`src/rtl/fifo_wr_arbiter.sv`:
```
// fifo_wr_arbiter: round-robin arbiter that lets NUM_REQ producers take turns
// writing bursts of up to MAX_BURST beats into one shared FIFO write port.
// Arbitration takes one IDLE cycle. The selected producer then owns the port
// until its last beat, its MAX_BURST-th beat, or the cycle it drops valid.
//
// Handshake: a producer beat transfers on the rising edge where
// req_valid[i] & req_ready[i] are both high. req_ready[i] is high only for the
// current owner while the FIFO is not full, and it does not depend on
// req_valid. A producer may raise valid at any time. Once it is granted it
// must keep valid high until its burst ends. Dropping valid while granted
// releases the grant. fifo_w_en is the FIFO-side strobe: one write per cycle
// in which it is high.
module fifo_wr_arbiter #(
  parameter int NUM_REQ   = 4,
  parameter int WIDTH     = 8,
  parameter int MAX_BURST = 4,
  localparam int ID_W     = (NUM_REQ > 1) ? $clog2(NUM_REQ) : 1,
  localparam int CNT_W    = $clog2(MAX_BURST + 1)
) (
  input  logic                     clk,
  input  logic                     rst_n,
  input  logic [NUM_REQ-1:0]       req_valid,
  input  logic [NUM_REQ-1:0]       req_last,
  input  logic [NUM_REQ*WIDTH-1:0] req_data,
  output logic [NUM_REQ-1:0]       req_ready,
  input  logic                     fifo_full,
  output logic                     fifo_w_en,
  output logic [WIDTH-1:0]         fifo_w_data,
  output logic [ID_W-1:0]          grant_id,
  output logic                     busy,
  output logic [0:0]               dbg_state_o,
  output logic [CNT_W-1:0]         dbg_beat_cnt_o,
  output logic [ID_W-1:0]          dbg_last_grant_o
);

  localparam logic [0:0] ST_IDLE  = 1'b0;
  localparam logic [0:0] ST_GRANT = 1'b1;

  logic [0:0]       state_q, state_d;
  logic [ID_W-1:0]  grant_id_q, grant_id_d;
  logic [ID_W-1:0]  last_grant_q, last_grant_d;
  logic [CNT_W-1:0] beat_cnt_q, beat_cnt_d;

  logic [ID_W-1:0]  scan_idx;
  logic [ID_W-1:0]  pick_id;
  logic             pick_found;

  logic             active;
  logic             g_valid;
  logic             g_last;
  logic [WIDTH-1:0] g_data;
  logic             accept;
  logic             burst_full;
  logic             grant_exit;

  // Round-robin search: walk upward from the slot after last_grant, wrapping,
  // and take the first producer with valid set.
  always_comb begin
    scan_idx   = last_grant_q;
    pick_id    = '0;
    pick_found = 1'b0;
    for (int i = 0; i < NUM_REQ; i++) begin
      scan_idx = (scan_idx == ID_W'(NUM_REQ - 1)) ? '0 : scan_idx + 1'b1;
      if (!pick_found && req_valid[scan_idx]) begin
        pick_found = 1'b1;
        pick_id    = scan_idx;
      end
    end
  end

  // Owner-side view of the port.
  // Outputs are forced low while rst_n is low, so nothing is written during
  // a reset cycle, even one that lands mid-burst.
  always_comb begin
    active      = rst_n & (state_q == ST_GRANT);
    g_valid     = req_valid[grant_id_q];
    g_last      = req_last[grant_id_q];
    g_data      = req_data[int'(grant_id_q)*WIDTH +: WIDTH];
    accept      = active & g_valid & ~fifo_full;
    burst_full  = (beat_cnt_q == CNT_W'(MAX_BURST - 1));
    grant_exit  = active & (~g_valid | (accept & (g_last | burst_full)));
    busy        = active;
    fifo_w_en   = accept;
    fifo_w_data = active ? g_data : '0;
    req_ready   = '0;
    if (active && !fifo_full) begin
      req_ready[grant_id_q] = 1'b1;
    end
  end

  // Next-state logic for the IDLE/GRANT controller, beat counter and
  // round-robin pointer.
  always_comb begin
    state_d      = state_q;
    grant_id_d   = grant_id_q;
    last_grant_d = last_grant_q;
    beat_cnt_d   = beat_cnt_q;
    case (state_q)
      ST_IDLE: begin
        if (pick_found) begin
          state_d    = ST_GRANT;
          grant_id_d = pick_id;
          beat_cnt_d = '0;
        end
      end
      ST_GRANT: begin
        if (accept) begin
          beat_cnt_d = beat_cnt_q + CNT_W'(1);
        end
        if (grant_exit) begin
          state_d      = ST_IDLE;
          last_grant_d = grant_id_q;
        end
      end
      default: begin
        state_d = ST_IDLE;
      end
    endcase
  end

  // State registers. Reset points last_grant at the top slot so producer 0
  // wins the first arbitration.
  always_ff @(posedge clk) begin
    if (!rst_n) begin
      state_q      <= ST_IDLE;
      grant_id_q   <= '0;
      last_grant_q <= ID_W'(NUM_REQ - 1);
      beat_cnt_q   <= '0;
    end else begin
      state_q      <= state_d;
      grant_id_q   <= grant_id_d;
      last_grant_q <= last_grant_d;
      beat_cnt_q   <= beat_cnt_d;
    end
  end

  assign grant_id         = grant_id_q;
  assign dbg_state_o      = state_q;
  assign dbg_beat_cnt_o   = beat_cnt_q;
  assign dbg_last_grant_o = last_grant_q;

endmodule

```
`config.mk`:
```
export PLATFORM = sky130hd
export DESIGN_NAME = fifo_wr_arbiter
export DESIGN_NICKNAME = d
export VERILOG_FILES = /design/src/rtl/fifo_wr_arbiter.sv
export SDC_FILE = /design/constraint.sdc
export NUM_CORES = 1
export LEC_CHECK = 0
export BUFFER_PORTS_ARGS = -buffer_cell sky130_fd_sc_hd__clkbuf_2
export CELL_PAD_IN_SITES_DETAIL_PLACEMENT = 1
export CELL_PAD_IN_SITES_GLOBAL_PLACEMENT = 1
export CORE_MARGIN = 1.5
export CORE_UTILIZATION = 28
export CTS_CLUSTER_SIZE = 24
export DETAILED_ROUTE_END_ITERATION = 8
export PLACE_DENSITY = 0.92
export SETUP_SLACK_MARGIN = 0.02
export SLEW_MARGIN = 20
export SYNTH_ARGS = -nofsm -noshare
export SYNTH_HDL_FRONTEND = slang
export SYNTH_SLANG_ARGS = --single-unit
```
`constraint.sdc`:
```
create_clock -name clk -period 3.2 [get_ports clk]
set_input_delay 0.48 -clock clk [delete_from_list [all_inputs] [get_ports clk]]
set_output_delay 0.48 -clock clk [all_outputs]
set_load 0.05 [all_outputs]
```
==> results_dict.tcl <==
set metrics [dict create \
    status "complete, no violations" \
    hold_end "dbg_beat_cnt_o[1]$_SDFFE_PN0P_" \
    cts-root-buf "clkbuf_4" \
    worst_pin_slew_ns 0.788 \
    final_cells 181 \
    worstHoldPathCells 2 \
    routabilityCongestion 0.715 \
    synth-async-reset-ratio_pct 0 \
    place.port_buffers 64 \
    seqCellArea_um2 160 \
    cts_tree "done" \
    synth.yosys.seq_area_share_pct 19.6 \
    powerDensity_nw_per_um2 380 \
    setup_viol 0 \
    grt_max_degree 19 \
    drive_gt1_share_pct 53.3 \
    viasPerCell 5.23 \
    reg2reg_depth 4 \
    wl_per_cell_um 15.8 \
    fin_tns_setup_ns 0 \
    total_power_uw 446 \
    slew_viol_final 0 \
    dp_hpwl_mm 2.48 \
    rrSetupSlack_ns 1.24 \
    dpl_worst_slack_ns 0.883 \
    fin_nets 198 \
    rsz0062_at_grt "no" \
    timing.max_cap.violations 0 \
    clock_latency_ns 0.26 \
    timing.rr.start "grant_id[0]$_SDFFE_PN0P_" \
    die_h_um 57.0 \
    fmax_mhz 390 \
    yosys-top-cells-area "mux4_2 25%, dfxtp_1 20%, and2_1 8.4%, ha_1 4.6%, mux2i_1 3.7%" \
    area_delta_synth_final_pct 43.5 \
    synthMuxAreaShare_pct 31.2 \
    synth_largest_area_cell "mux4_2" \
    synthAdderAreaFrac_pct 4.59 \
    leakagePower_uw 0.000588 \
    crit_slowest_cell "dfxtp_1" \
    cts_resized 0 \
    track_usage_pct 17.9 \
    ys_top_cells_by_count "11 x and2_1, 9 x mux4_2, 8 x dfxtp_1" \
    numCtsBuffers 3 \
    fp.coreArea_um2 2760 \
    ctsHoldBuffers 0 \
    synthCells 88 \
    final.min_clock_period_ns 2.56 \
    diodes 0 \
    cts_setup_buffers 0 \
    grt-ovfl-total 0 \
    yosys.cell_count.top_type "and2_1" \
    setup_slack_ns 0.638 \
    path_cells "mux4_2 -> and2_1 -> clkbuf_2" \
    slew_headroom_pct 47.4 \
    drt_iter0_drc 14 \
    num_rows 19 \
    totalWireLength_mm 2.86 \
    fillers 362 \
    drc 0 \
    vias 947 \
    multiInputGateArea_um2 604 \
    fin_skew_ns 0.00341 \
    ir_worst_vdd_mv 0.179 \
    clk_pin_slew_ns 0.06 \
    hold_viol_final 0 \
    cp-start-kind "flop" \
    finalCritPeriodShare_pct 80.1 \
    grt_antenna_before_repair 0 \
    clockBufferDepth 2 \
    start_util_pct 29.6 \
    syn_nets 134 \
    ys_types 32 \
    fp.dieW_um 57.0 \
    yosysTopAreaCellShare_pct 24.8 \
    synth-compound-area-share_pct 12.3 \
    ys_warn_count 0 \
    grt_pass1_vias 1035 \
    pin_count 65 \
    crit_path_end_kind "output pin" \
    synth_edf_count 0 \
    hp-class "flop to flop" \
    crit_required_ns 2.72 \
    syn_area_per_cell_um2 9.28 \
    grt_first_pass_wirelength_mm 4.61 \
    hold_start "dbg_beat_cnt_o[1]$_SDFFE_PN0P_" \
    syn_area_um2 817 \
    slowest_delay_ns 0.83 \
    cts_sinks 8 \
    yosys_most_used_dff "dfxtp_1" \
    critPathKind "flop to output pin" \
    htreeDepth 1 \
    synthXorXnorAreaFrac_pct 0 \
    dp_cells 178 \
    cp_max_fo 18 \
    synth_top_family_by_area "multiplexers" \
    arrival_ns 2.08 \
    antenna_left 0 \
    rr_endpoint "dbg_last_grant_o[0]$_SDFFE_PN1P_" \
    die_area_um2 3250 \
    synth-simple-area-share_pct 25.9 \
    ys_ff_latch 8 \
    whs_ns 0.514 \
    dr.pass1.iters 4 \
]
## worst max-delay path by stage
stage | startpoint | end | slack, ns
after global routing | grant_id[0]$_SDFFE_PN0P_ | fifo_w_data[2] | 0.48
after detailed placement | grant_id[0]$_SDFFE_PN0P_ | fifo_w_data[6] | 0.88
after global placement | grant_id[0]$_SDFFE_PN0P_ | fifo_w_data[5] | 0.95
after CTS | grant_id[0]$_SDFFE_PN0P_ | fifo_w_data[6] | 0.60
final | grant_id[0]$_SDFFE_PN0P_ | fifo_w_data[6] | 0.64
after floorplan | dbg_state_o$_SDFF_PN0_ | req_ready[0] | 0.55
## stage by stage
stage / utilization, % / instance area (um^2)
after floorplan: - / 817
after global placement: 41.7 / 1150
after detailed placement: 41.7 / 1150
after CTS: 42.5 / 1170
after global routing: 42.5 / 1170
final: 42.5 / 1170
## sequential cells by signal (all words and copies together), names as in the netlist
signal	cells
grant_id	2
dbg_last_grant_o	2
dbg_beat_cnt_o	3
dbg_state_o	1
## kinds of logic (layout without fill, tap and decap cells)
| group | Yosys count | count (layout) |
|---|---|---|
| AND/OR/NAND/NOR | 36 | 36 |
| AO/OA/AOI/OAI | 16 | 16 |
| multiplexers | 14 | 14 |
| buffers and inverters | 11 | 73 |
| flip-flops | 8 | 8 |
| adder cells (fa/ha/maj) | 3 | 3 |
## worst max-delay path, delay by kind of cell (launching register included)
family,cells,cell delay (ns)
flops,1,0.83
mux,1,0.59
buf+inv,1,0.23
simple gates,1,0.18
## layout by cell type, fill, tap and decap left out, types with 2 or more instances in the layout
master / instances
o21ai_0: 5
clkbuf_2: 64
and2_1: 11
nor2_1: 2
ha_1: 3
nand2b_1: 4
inv_1: 5
mux2i_1: 3
mux4_2: 9
and3b_1: 2
mux2_2: 2
clkbuf_4: 3
a21oi_1: 3
nand2_1: 5
nand3_1: 3
dfxtp_1: 8
a21boi_0: 4
## power breakdown
group          internal, uW  switching [uW]
Clock                  43.0            35.5
Combinational           100             134
Sequential              109            23.2
Total                   253             193
## cell type report
class / count / area share, %
Multi-Input combinational cell: 69 / 51.5
Timing Repair Buffer: 65 / 28.0
Sequential cell: 8 / 13.7
Tap cell: 31 / 3.31
Clock buffer: 3 / 1.92
Inverter: 5 / 1.60
## routing by layer
metal	global-route usage (%)	wire length, um	vias up
li1	-	-	448
met1	18.3	992	444
met2	36.3	1610	51
met3	2.49	223	4
met4	5.98	34	0
met5	0	0	-
No activity file was read; power rests on OpenSTA's default activity.
